### src/rtl/sms_timing_pkg.sv
// Shared definitions for the memory-cycle timing ring: controller states
// and the default ring geometry (positions per cycle, clocks per position).
package sms_timing_pkg;

    localparam int TR_RING_LEN = 10;
    localparam int TR_DIV      = 4;

    typedef enum logic [1:0] {
        IDLE   = 2'd0,
        RUN    = 2'd1,
        SINGLE = 2'd2
    } ring_state_e;

endpackage

### src/rtl/sms_edge_detect.sv
// Registered rising-edge detector for card-level pushbutton/step inputs.
// The previous level is held in a flop; the pulse is high during the clk
// in which the input is sampled 1 after having been sampled 0.
module sms_edge_detect (
    input  logic clk,
    input  logic reset_n,
    input  logic din,
    output logic rise
);

    logic din_prev_r;

    // Remember the level seen at the previous clock edge.
    always_ff @(posedge clk or negedge reset_n) begin
        if (!reset_n) begin
            din_prev_r <= 1'b0;
        end else begin
            din_prev_r <= din;
        end
    end

    assign rise = din & ~din_prev_r;

endmodule

### src/rtl/sms_timing_ring.sv
// Memory-cycle timing ring: a one-hot ring of RING_LEN positions, each held
// for DIV master clocks. Supports continuous run, single-cycle step and a
// clean halt that always lets the current cycle finish.
module sms_timing_ring
    import sms_timing_pkg::*;
#(
    parameter int RING_LEN = TR_RING_LEN,
    parameter int DIV      = TR_DIV
) (
    input  logic                clk,
    input  logic                reset_n,
    input  logic                run,
    input  logic                step,
    input  logic                halt,
    output logic [RING_LEN-1:0] t,
    output logic                cycle_end,
    output logic                busy,
    output logic [7:0]          cycle_cnt
);

    localparam int                    DIV_W      = (DIV > 1) ? $clog2(DIV) : 1;
    localparam logic [DIV_W-1:0]      DIV_LAST   = DIV_W'(DIV - 1);
    localparam logic [DIV_W-1:0]      DIV_PENULT = DIV_W'((DIV > 1) ? (DIV - 2) : 0);
    localparam logic [DIV_W-1:0]      DIV_INC    = DIV_W'(1);
    localparam logic                  DIV_ONE    = (DIV == 1) ? 1'b1 : 1'b0;
    localparam logic [RING_LEN-1:0]   T_FIRST    = RING_LEN'(1);

    ring_state_e         state_r;
    logic [RING_LEN-1:0] t_r;
    logic [DIV_W-1:0]    div_r;
    logic                busy_r;
    logic                cycle_end_r;
    logic [7:0]          cycle_cnt_r;

    logic                step_rise_s;
    logic                at_end_s;
    logic                pre_end_s;

    sms_edge_detect u_step_edge (
        .clk     (clk),
        .reset_n (reset_n),
        .din     (step),
        .rise    (step_rise_s)
    );

    // Detect the cycle boundary now (at_end_s) and one clk ahead (pre_end_s),
    // so that cycle_end can be a registered pulse aligned with the boundary.
    always_comb begin
        at_end_s = busy_r & t_r[RING_LEN-1] & (div_r == DIV_LAST);
        if (div_r == DIV_LAST) begin
            // Next clk rotates; with DIV=1 the new position is also its last clk.
            pre_end_s = busy_r & DIV_ONE & t_r[RING_LEN-2];
        end else begin
            pre_end_s = busy_r & t_r[RING_LEN-1] & (div_r == DIV_PENULT);
        end
    end

    // Ring controller: start/stop decisions, divider, ring rotation and counter.
    always_ff @(posedge clk or negedge reset_n) begin
        if (!reset_n) begin
            state_r     <= IDLE;
            t_r         <= '0;
            div_r       <= '0;
            busy_r      <= 1'b0;
            cycle_end_r <= 1'b0;
            cycle_cnt_r <= 8'd0;
        end else begin
            case (state_r)
                IDLE: begin
                    div_r       <= '0;
                    cycle_end_r <= 1'b0;
                    if (run && !halt) begin
                        state_r <= RUN;
                        t_r     <= T_FIRST;
                        busy_r  <= 1'b1;
                    end else if (step_rise_s && !halt) begin
                        state_r <= SINGLE;
                        t_r     <= T_FIRST;
                        busy_r  <= 1'b1;
                    end else begin
                        state_r <= IDLE;
                        t_r     <= '0;
                        busy_r  <= 1'b0;
                    end
                end
                RUN, SINGLE: begin
                    cycle_end_r <= pre_end_s;
                    if (at_end_s) begin
                        cycle_cnt_r <= cycle_cnt_r + 8'd1;
                        div_r       <= '0;
                        if ((state_r == RUN) && run && !halt) begin
                            // Back-to-back cycle with no idle gap.
                            t_r <= T_FIRST;
                        end else begin
                            state_r <= IDLE;
                            t_r     <= '0;
                            busy_r  <= 1'b0;
                        end
                    end else if (div_r == DIV_LAST) begin
                        div_r <= '0;
                        t_r   <= {t_r[RING_LEN-2:0], t_r[RING_LEN-1]};
                    end else begin
                        div_r <= div_r + DIV_INC;
                    end
                end
                default: begin
                    state_r     <= IDLE;
                    t_r         <= '0;
                    div_r       <= '0;
                    busy_r      <= 1'b0;
                    cycle_end_r <= 1'b0;
                end
            endcase
        end
    end

    assign t         = t_r;
    assign cycle_end = cycle_end_r;
    assign busy      = busy_r;
    assign cycle_cnt = cycle_cnt_r;

endmodule

### config.mk
export PLATFORM = sky130hd
export DESIGN_NAME = sms_timing_ring
export DESIGN_NICKNAME = d
export VERILOG_FILES = /design/src/rtl/sms_timing_pkg.sv /design/src/rtl/sms_edge_detect.sv /design/src/rtl/sms_timing_ring.sv
export SDC_FILE = /design/constraint.sdc
export NUM_CORES = 1
export LEC_CHECK = 0
export CORE_UTILIZATION = 55
export CTS_BUF_LIST = sky130_fd_sc_hd__clkbuf_2 sky130_fd_sc_hd__clkbuf_4 sky130_fd_sc_hd__clkbuf_8
export DETAILED_ROUTE_END_ITERATION = 12
export GPL_TIMING_DRIVEN = 0
export PLACE_DENSITY = 0.95
export SYNTH_ARGS = -nofsm -noshare
export SYNTH_HDL_FRONTEND = slang
export SYNTH_SLANG_ARGS = --single-unit
### constraint.sdc
create_clock -name clk -period 3 [get_ports clk]
set_input_delay 0.6 -clock clk [delete_from_list [all_inputs] [get_ports clk]]
set_output_delay 0.6 -clock clk [all_outputs]
set_load 0.02 [all_outputs]
==> results by group <==
Critical path
  – Crit path kind: reg -> out
  – Crit-path max cell delay: 0.65 ns
  – Worst Setup Start Kind: flip-flop
  – Cell family contributing the most delay on the critical path: buffers and inverters
  – Crit path capture type: output pin
  – CP max-delay cell: clkdlybuf4s50_1
  – CP bufs+invs: 1
  – Critical Path AT: 1.44 ns
  – Cell Chain, Critical Path: clkdlybuf4s50_1
  – Required time of the critical path: 2.40 ns
  – Crit path max fanout: 6

Yosys
  – Seq/Total Area, Yosys: 55.1%
  – Synth Flop Type: dfrtp_1
  – Synthesized net count: 100
  – Leading area contributor after synthesis: dfrtp_1
  – Area contributors post-synth: dfrtp_1 55%, ha_1 7.7%, a22o_1 6.9%
  – EDFF count, synth: 0
  – Synth Cell Area: 1140 µm²
  – Yosys warns: 0
  – Async set-reset flop share out of synthesis: 100%
  – Synth Instances: 88
  – Top cell type's share of synthesized area: 55.1%
  – Synth unique cells: 29
  – Mean Syn Cell Area: 12.9 µm²
  – Register bit total from synthesis: 25

Timing
  – Pins Over Slew Limit: 0
  – Final setup vio count: 0
  – Setup TNS: 0 ns
  – Worst-margin pin slew: 1.11 ns
  – FMAX: 490 MHz
  – Max Clock Skew: 0.00851 ns
  – Slew Limit Headroom: 26.0%
  – Tcrit/Tclk final: 68.1%
  – Unrepaired setup endpoints after global routing: false
  – Final Critical Period: 2.04 ns
  – Final Hold Fails: 0

GRT
  – Largest net degree at the start of global routing: 26
  – GRT Util Overall: 21.5%
  – Grt ovf: 0
  – First-pass GRT wire length: 3.34 mm
  – Initial antenna violation count: 0
  – Vias in the first global route: 758

Placement
  – Number of port buffers: 24
  – Placed cell count: 139
  – Hpwl dp: 1.71 mm
  – Final Wtd Congestion: 0.756

Clocking
  – Total clock buffers created by CTS: 3
  – Clk buf depth: 2
  – Post-CTS Repair Setup Buffers: 0
  – Clk sinks: 25
  – CTS root buffer: clkbuf_4
  – Clock insertion delay at the later pin of the skew report: 0.30 ns
  – Worst-path clk slew: 0.14 ns
  – Hold buffers post-CTS: 0
  – CTS H-tree lvls: 1
  – CTS tree: done
  – Post-cts sizing count: 0

Route
  – Drt drc: 0
  – WL per Instance: 15.6 µm
  – Via/cell ratio: 5.54
  – Iteration-0 DRC Markers: 19
  – Total Wirelength: 2.24 mm
  – DRT Pass-1 Iters: 4
  – Post-route antenna net violation count: 0
  – Detailed-route via count: 792

Layout
  – Most frequent cells in the layout: 25 x dfrtp_1, 24 x clkdlybuf4s50_1, 9 x a22o_1
  – Post-layout util: 74.0%
  – Most common cell after layout, fill and taps aside: dfrtp_1
  – Finished Layout Cells: 143
  – Antenna Cells: 0
  – Layout cells sized above 1: 11.2%
  – Area grow syn2layout: 26.5%
  – Number of fill cells: 144
  – Nets: 129

Floorplanning
  – Row Count: 16
  – Chip Width: 47.5 µm
  – Core area: 1940 µm²
  – Die area: 2250 µm²
  – I/O pin count: 25
  – Die Height: 47.5 µm
  – Initial Util: 58.5%

Pwr
  – Combinational power share: 18.5%
  – Flop pwr share: 58.9%
  – Internal: 455 µW
  – Clock network fraction of total power: 22.6%
  – Leak: 0.672 nW
  – Worst VDD drop: 0.433 mV
  – Pwr Density: 442 nW/µm²
  – Sw Share: 28.3%
  – Switch Pwr: 180 µW

Run status
  – Status: finished, final reports clean

Run
  – Max-cap violation count: 0

Min path
  – Hold crit path type: reg -> reg
synth_stat cells, types with 2 or more instances:
cell / count
nor2b_1: 2
nand2b_1: 2
nand2_1: 3
nand3_1: 4
ha_1: 7
nand4_1: 2
xnor2_1: 6
dfrtp_1: 25
mux2_2: 3
inv_1: 4
and4_1: 3
a22o_1: 9
buf_6: 2
through the flow:
stage	instance area [µm²]	hold slack (ns)	total power, mW	worst slack [ns]
after floorplan	1140	0.304	0.447	1.48
after detailed placement	1410	0.496	0.498	1.02
after global routing	1440	0.522	0.666	0.922
after global placement	1410	0.461	0.486	1.03
after CTS	1440	0.518	0.638	0.968
final	1440	0.502	0.635	0.957
worst register-to-register path, stage by stage, from the launching register on:
cell,delay (ns)
dfrtp_1,0.42
inv_1,0.08
ha_1,0.40
and4_1,0.23
buf_6,0.13
mux2_2,0.33
power groups by stage:
| stage | Sequential [mW] | Clock [mW] | Combinational [mW] |
|---|---|---|---|
| finish | 0.374 | 0.144 | 0.117 |
| floorplan | 0.383 | 0 | 0.0646 |
| global placement | 0.376 | 0 | 0.110 |
| detailed placement | 0.379 | 0 | 0.118 |
| global route | 0.376 | 0.162 | 0.129 |
| CTS | 0.373 | 0.146 | 0.119 |
path summary, 6_finish.rpt:
kind                         startpoint  slack, ns           end  cells after the start
min in group asynchronous       reset_n       0.88          t[9]                      1
hold reg to reg            cycle_cnt[7]       0.50  cycle_cnt[7]                      1
hold / removal             cycle_cnt[7]       0.50  cycle_cnt[7]                      1
setup reg to reg             state_r[0]       1.32  cycle_cnt[1]                      5
max in group asynchronous       reset_n       1.47  cycle_cnt[2]                      1
setup / recovery                   t[9]       0.96          t[9]                      1
logic make-up after synthesis:
| logic type | count (synthesis) | synth area share [%] |
|---|---|---|
| AND/OR/NAND/NOR | 25 | 14.0 |
| flip-flops | 25 | 55.1 |
| AO/OA/AOI/OAI | 13 | 10.2 |
| XOR/XNOR | 7 | 5.40 |
| buffers and inverters | 7 | 3.74 |
| adder cells (fa/ha/maj) | 7 | 7.71 |
| multiplexers | 4 | 3.85 |
per-layer routing:
metal  vias up  routed length, µm  global-route usage, %
met4         0                 93                   10.9
li1        371                  -                      -
met5         -                  0                      0
met2        25               1150                   37.8
met3         8                 78                   3.77
met1       388                914                   25.2
sequential cells by signal, indices dropped and copies added (netlist names):
register and flops:
state_r 2, cycle_cnt 8, div_r 2, t 10, busy 1, cycle_end 1
u_step_edge.din_prev_r 1
cell type report:
type	instances	area [µm²]	share of cell area, %
well taps	27	33.8	2.35
repair buffers	24	240	16.7
flip-flops and latches	25	626	43.5
clock buffers	3	22.5	1.57
plain buffers	3	27.5	1.91
inverters	4	15.0	1.04
multi-input cells	56	468	32.6
clock inverters	1	5.00	0.348
(Power assumes the default switching activity.)
